==> src/rtl/uart_byte_receiver_pkg.sv <==
// uart_pkg: UART receiver state encodings, bit-timing helpers and the
// ASCII constants shared with the IFM/PBM message parser.
package uart_pkg;

    localparam logic [2:0] IDLE      = 3'd0;
    localparam logic [2:0] START     = 3'd1;
    localparam logic [2:0] DATA      = 3'd2;
    localparam logic [2:0] STOP      = 3'd3;
    localparam logic [2:0] WAIT_IDLE = 3'd4;

    localparam logic [7:0] ASCII_I    = 8'h49;
    localparam logic [7:0] ASCII_F    = 8'h46;
    localparam logic [7:0] ASCII_M    = 8'h4D;
    localparam logic [7:0] ASCII_DASH = 8'h2D;
    localparam logic [7:0] ASCII_HASH = 8'h23;
    localparam logic [7:0] ASCII_P    = 8'h50;
    localparam logic [7:0] ASCII_B    = 8'h42;

    function automatic int clks_per_bit(input int clk_freq, input int baud);
        return clk_freq / baud;
    endfunction

    function automatic int half_bit(input int cpb);
        return cpb / 2;
    endfunction

    function automatic logic majority3(input logic a, input logic b, input logic c);
        return (a & b) | (a & c) | (b & c);
    endfunction

endpackage

==> src/rtl/uart_byte_receiver_if.sv <==
// uart_byte_receiver_if: raw serial line in, received byte, strobes and busy out.
interface uart_byte_receiver_if;
    logic       rx;
    logic [7:0] rx_msg;
    logic       rx_complete;
    logic       frame_err;
    logic       busy;
    modport master (output rx, input rx_msg, rx_complete, frame_err, busy);
    modport slave  (input rx, output rx_msg, rx_complete, frame_err, busy);
endinterface

==> src/rtl/uart_byte_receiver_sync.sv <==
// uart_rx_sync: two-flop synchronizer for the rx line plus falling-edge detect.
module uart_rx_sync (
    input  logic clk_50M,
    input  logic rst_n,
    input  logic rx,
    output logic rx_s,
    output logic start_edge
);
    logic rx_meta;
    logic rx_prev;
    // resetting to 0 means a line held low through reset never looks like a start
    always_ff @(posedge clk_50M or negedge rst_n) begin
        if (!rst_n) {rx_meta, rx_s, rx_prev} <= 3'b000;
        else        {rx_meta, rx_s, rx_prev} <= {rx, rx_meta, rx_s};
    end
    assign start_edge = rx_prev & ~rx_s;
endmodule

==> src/rtl/uart_byte_receiver.sv <==
// uart_byte_receiver: 8N1 UART receiver with 3-sample majority voting,
// start-glitch rejection and framing-error reporting.
module uart_byte_receiver
    import uart_pkg::*;
#(
    parameter int CLK_FREQ = 50_000_000,
    parameter int BAUD     = 115200
) (
    input logic                 clk_50M,
    input logic                 rst_n,
    uart_byte_receiver_if.slave bus
);
    localparam int CLKS_PER_BIT = clks_per_bit(CLK_FREQ, BAUD);
    localparam int HALF         = half_bit(CLKS_PER_BIT);
    localparam int CW           = $clog2(CLKS_PER_BIT);
    localparam logic [CW-1:0] CNT_LAST   = CW'(CLKS_PER_BIT - 1);
    localparam logic [CW-1:0] CNT_DECIDE = CW'(HALF);

    logic          rx_s;
    logic          start_edge;
    logic [2:0]    state;
    logic [CW-1:0] cnt;
    logic [2:0]    bitidx;
    logic [7:0]    shreg;
    logic [1:0]    smp;
    logic [7:0]    rx_msg;
    logic          rx_complete;
    logic          frame_err;
    logic          bit_val;
    logic          decide;
    logic          last;

    uart_rx_sync u_sync (
        .clk_50M    (clk_50M),
        .rst_n      (rst_n),
        .rx         (bus.rx),
        .rx_s       (rx_s),
        .start_edge (start_edge)
    );

    // smp holds the two previous synced samples, so the vote lands one cycle
    // earlier and the registered result appears at the mid-bit+1 count
    assign bit_val = majority3(smp[1], smp[0], rx_s);
    assign decide  = cnt == CNT_DECIDE;
    assign last    = cnt == CNT_LAST;

    always_ff @(posedge clk_50M or negedge rst_n) begin
        if (!rst_n) begin
            state       <= IDLE;
            cnt         <= '0;
            bitidx      <= '0;
            shreg       <= '0;
            smp         <= '0;
            rx_msg      <= '0;
            rx_complete <= 1'b0;
            frame_err   <= 1'b0;
        end else begin
            smp         <= {smp[0], rx_s};
            rx_complete <= 1'b0;
            frame_err   <= 1'b0;
            cnt         <= (state == IDLE || state == WAIT_IDLE || last) ? '0 : cnt + 1'b1;
            case (state)
                IDLE: begin
                    if (start_edge) begin
                        state  <= START;
                        bitidx <= '0;
                    end
                end
                START: begin
                    if (decide && bit_val) begin
                        state <= IDLE;
                        cnt   <= '0;
                    end else if (last) begin
                        state <= DATA;
                    end
                end
                DATA: begin
                    if (decide) shreg[bitidx] <= bit_val;
                    if (last) begin
                        bitidx <= bitidx + 1'b1;
                        if (bitidx == 3'd7) state <= STOP;
                    end
                end
                STOP: begin
                    // a good stop bit returns to IDLE mid-bit so back-to-back frames are caught
                    if (decide) begin
                        cnt         <= '0;
                        state       <= bit_val ? IDLE : WAIT_IDLE;
                        rx_msg      <= bit_val ? shreg : rx_msg;
                        rx_complete <= bit_val;
                        frame_err   <= ~bit_val;
                    end
                end
                WAIT_IDLE: begin
                    if (rx_s) state <= IDLE;
                end
                default: state <= IDLE;
            endcase
        end
    end

    assign bus.rx_msg      = rx_msg;
    assign bus.rx_complete = rx_complete;
    assign bus.frame_err   = frame_err;
    assign bus.busy        = state != IDLE;
endmodule

==> src/flat_wrapper.sv <==
// flat-port wrapper written by rule: the top's interface ports become plain ports
module uart_byte_receiver_flat import uart_pkg::*;
#(
    parameter int CLK_FREQ = 50_000_000,
    parameter int BAUD     = 115200
)
  (clk_50M, rst_n, bus_rx, bus_rx_msg, bus_rx_complete, bus_frame_err, bus_busy);
  uart_byte_receiver_if bus_i ();
  input logic clk_50M;
  input logic rst_n;
  input wire logic [$bits(bus_i.rx)-1:0] bus_rx;
  output wire logic [$bits(bus_i.rx_msg)-1:0] bus_rx_msg;
  output wire logic [$bits(bus_i.rx_complete)-1:0] bus_rx_complete;
  output wire logic [$bits(bus_i.frame_err)-1:0] bus_frame_err;
  output wire logic [$bits(bus_i.busy)-1:0] bus_busy;
  assign bus_i.rx = bus_rx;
  assign bus_rx_msg = bus_i.rx_msg;
  assign bus_rx_complete = bus_i.rx_complete;
  assign bus_frame_err = bus_i.frame_err;
  assign bus_busy = bus_i.busy;
  uart_byte_receiver #(.CLK_FREQ(CLK_FREQ), .BAUD(BAUD)) u_core (.clk_50M(clk_50M), .rst_n(rst_n), .bus(bus_i));
endmodule
==> config.mk <==
export PLATFORM = sky130hd
export DESIGN_NAME = uart_byte_receiver_flat
export DESIGN_NICKNAME = d
export VERILOG_FILES = /design/src/rtl/uart_byte_receiver_pkg.sv /design/src/rtl/uart_byte_receiver_if.sv /design/src/rtl/uart_byte_receiver_sync.sv /design/src/rtl/uart_byte_receiver.sv /design/src/flat_wrapper.sv
export SDC_FILE = /design/constraint.sdc
export NUM_CORES = 1
export LEC_CHECK = 0
export CAP_MARGIN = 20
export CORE_MARGIN = 2
export CORE_UTILIZATION = 45
export CTS_BUF_LIST = sky130_fd_sc_hd__clkbuf_8
export DETAILED_ROUTE_END_ITERATION = 8
export MAX_ROUTING_LAYER = met4
export PLACE_DENSITY_LB_ADDON = 0.15
export SKIP_LAST_GASP = 1
export SLEW_MARGIN = 10
export SYNTH_ARGS = -nofsm -noshare
export SYNTH_HDL_FRONTEND = slang
export SYNTH_HIERARCHICAL = 1
export SYNTH_SLANG_ARGS = --single-unit
==> constraint.sdc <==
create_clock -name clk_50M -period 2.8 [get_ports clk_50M]
set_input_delay 0.7 -clock clk_50M [delete_from_list [all_inputs] [get_ports clk_50M]]
set_output_delay 0.7 -clock clk_50M [all_outputs]
set_load 0.05 [all_outputs]
==> qor.csv <==
stage;metric;value;unit
logic_synthesis;Yosys top cell by area;dfrtp_1;
pwr;maximum vdd ir drop;0.000332;V
clock_network;worst-skew pair later-pin latency;0.29;ns
detailed_routing;Post-route DRC;0;
logic_synthesis;#FFs+latches synth;38;
timing;Setup Total Neg Slack;0;ns
setup_path;crit end category;primary output;
pwr;combinational power share;0.144;
logic_synthesis;Mapped Cells;158;
global_routing;vias in the first global route;1207;
detailed_routing;final WL;3210;um
setup_path;Req. time, crit path;2.10;ns
clock_network;Clock Sinks;38;
timing;Slew @ Worst Pin;0.818;ns
clock_network;H-tree Lvls;2;
global_routing;first-pass GRT wire length;5500;um
worst_hold_path;hold crit path type;flip-flop to flip-flop;
place;post-detail-place hpwl;2230;um
logic_synthesis;share of the synthesized area in the top cell type;0.530;
logic_synthesis;syn avg cell area;11.3;um^2
detailed_routing;First-pass DRT Iterations;4;
place;Area after DPL;1950;um^2
setup_path;kind of critical path;flip-flop to primary output;
global_routing;Tot GR Track Use;0.174;
timing;Max Clock Skew;0.00303;ns
setup_path;CP max FO;9;
logic_synthesis;ranking of synthesized cells by area;dfrtp_1 53%, mux2_2 7.5%, nor2_1 3.1%, ha_1 2.8%, mux2_1 2.5%;
detailed_routing;Iteration-0 DRC Markers;108;
logic_synthesis;cell area after synthesis;1790;um^2
finish;non-filler cells, final;221;
setup_path;CP arrival;1.86;ns
floorplan;full die area;4510;um^2
clock_network;CTS tree;built;
timing;fmax;391;MHz
setup_path;slowest cell on the critical path;clkdlybuf4s50_1;
clock_network;cts hold-fix bufs;0;
floorplan;core footprint;3740;um^2
clock_network;CTS Root Cell;clkbuf_8;
global_routing;Remaining Overflow, GRT;0;
finish;Final Instance Area;2040;um^2
pwr;clock power share;0.311;
finish;layout cells sized above 1;0.156;
logic_synthesis;Yosys cell types;37;
detailed_routing;post-DR wirelength/cell;14.5;um
clock_network;CTS resizes;0;
clock_network;# Post-CTS Setup Buffers;0;
logic_synthesis;yosys warns;6;
setup_path;Critical Path Source Type;flip-flop;
logic_synthesis;Syn Nets;165;
clock_network;Num CTS Buffers;5;
timing;worst relative slew slack;0.455;
outcome;status;complete, no violations;
place;I/O Buffers;13;
finish;Area Growth Syn to Fin;13.6;%
timing;RSZ-0062 raised after global routing;false;
logic_synthesis;top cells by count, synth;38 x dfrtp_1, 15 x nor2_1, 12 x mux2_2, 12 x nand2_1, 7 x nor3_1;
pwr;sequential share of power;0.545;
pwr;switching share of power;0.284;
floorplan;Initial Utilization;0.479;
pwr;cell-internal power;868;uW
floorplan;Die H;67.1;um
detailed_routing;Avg Vias per Cell;5.50;
logic_synthesis;count leader, synth;dfrtp_1;
logic_synthesis;fraction of registers with async set/reset;1.00;
place;Placed Cells;213;
timing;Pins Over Slew Limit;0;
floorplan;# rows;22;
setup_path;CP Cell Sequence;inv_1 -> nand3_1 -> clkdlybuf4s50_1;
timing;endpoints failing setup;0;
pwr;PwrDens;595;nW/um^2
clock_network;clk slew on worst S/H paths;0.07;ns
place;Final Wtd Congestion;0.905;
pwr;leak pwr;0.946;nW
job;maxcap violations;0;
timing;endpoints failing hold;0;
pwr;Net Switching;344;uW
detailed_routing;via count;1216;
logic_synthesis;Top FF cell, synth;dfrtp_1;
timing;final period utilization;0.915;
finish;# diodes;0;
finish;sequential cell area;951;um^2
floorplan;die width;67.1;um
finish;FILL cells;326;
logic_synthesis;Seq/Total Area, Yosys;0.530;
finish;multi-input logic area;787;um^2
clock_network;Max Root-Sink Buffers;2;
finish;Nets;179;
timing;min Tclk post-route;2.56;ns
global_routing;pin count of the biggest net entering global routing;39;
floorplan;top-level I/O count;14;
detailed_routing;Final ANT Viol Nets;0;
logic_synthesis;EDFF count, synth;0;
global_routing;initial antenna violation count;0;
setup_path;slowest stage delay, CP;0.80;ns
path summary, 6_finish.rpt:
path                                  startpoint                    to  slack (ns)  depth (start not counted)
hold reg to reg            u_core/u_sync/rx_meta    u_core/u_sync/rx_s        0.35                          0
min in group asynchronous                  rst_n  u_core/bus.rx_msg[6]        0.50                          1
max in group asynchronous                  rst_n       u_core/state[1]        1.78                          1
hold / removal             u_core/u_sync/rx_meta    u_core/u_sync/rx_s        0.35                          0
setup reg to reg              u_core/u_sync/rx_s  u_core/bus.rx_msg[4]        0.84                          3
setup / recovery                 u_core/state[1]              bus_busy        0.24                          3
metrics by stage:
stage / util / hold slack (ns) / setup WS (ns) / total power [mW]
3_5_place_dp: 0.520 / 0.340 / 0.563 / 0.843
4_1_cts: 0.544 / 0.356 / 0.220 / 1.23
5_1_grt: 0.544 / 0.372 / 0.136 / 1.29
2_1_floorplan: - / 0.331 / 1.09 / 0.793
3_3_place_gp: 0.520 / 0.341 / 0.639 / 0.833
6_report: 0.544 / 0.351 / 0.239 / 1.21
power groups by stage:
stage / logic (mW) / clock network, mW / registers [mW]
5_1_grt: 0.200 / 0.422 / 0.669
3_3_place_gp: 0.165 / 0 / 0.668
4_1_cts: 0.175 / 0.392 / 0.660
3_5_place_dp: 0.173 / 0 / 0.670
2_1_floorplan: 0.139 / 0 / 0.655
6_report: 0.174 / 0.377 / 0.661
state kept, by name, indices dropped and copies added (netlist names):
signal	cells
u_core/bus.rx_complete	1
u_core/u_sync/rx_prev	1
u_core/state	3
u_core/bitidx	3
u_core/cnt	9
u_core/smp	2
u_core/bus.rx_msg	8
u_core/u_sync/rx_s	1
u_core/bus.frame_err	1
u_core/shreg	8
u_core/u_sync/rx_meta	1
cells in the final DEF (no fill, tap or decap), drive strengths merged, types with 5 or more instances in the layout:
master,instances
nand2,12
inv,7
clkbuf,6
nand4,5
xnor2,5
dfrtp,38
nand3,7
nor2,15
nor3,7
o21ai,5
mux2,16
clkdlybuf4s50,12
worst max-delay path: cells and delay by family (launching register included):
family                 cells  cell delay [ns]
buffers and inverters      2             0.97
AND/OR/NAND/NOR            1             0.12
flip-flops                 1             0.49
kinds of logic after synthesis:
kind of cell	Yosys count	share of synthesized area
mux	19	0.117
compound gates	12	0.0426
flops	38	0.530
simple gates	65	0.211
fa+ha+maj	5	0.0335
xor+xnor	7	0.0342
buf+inv	12	0.0307
per-layer routing:
layer | up-vias | global-route usage | wire [um]
li1 | 586 | - | -
met1 | 595 | 0.198 | 1410
met2 | 25 | 0.280 | 1570
met3 | 10 | 0.0524 | 139
met4 | 0 | 0.0842 | 92
met5 | - | - | 0
area by class of cell:
type	instances	share of cell area
sequential	38	0.467
tap	48	0.0295
timing repair buffer	13	0.0614
clock inverter	2	0.00430
multi-input combinational	108	0.386
clock buffer	6	0.0405
inverter	6	0.0111
Note: power is estimated with default switching activity, not from simulation.
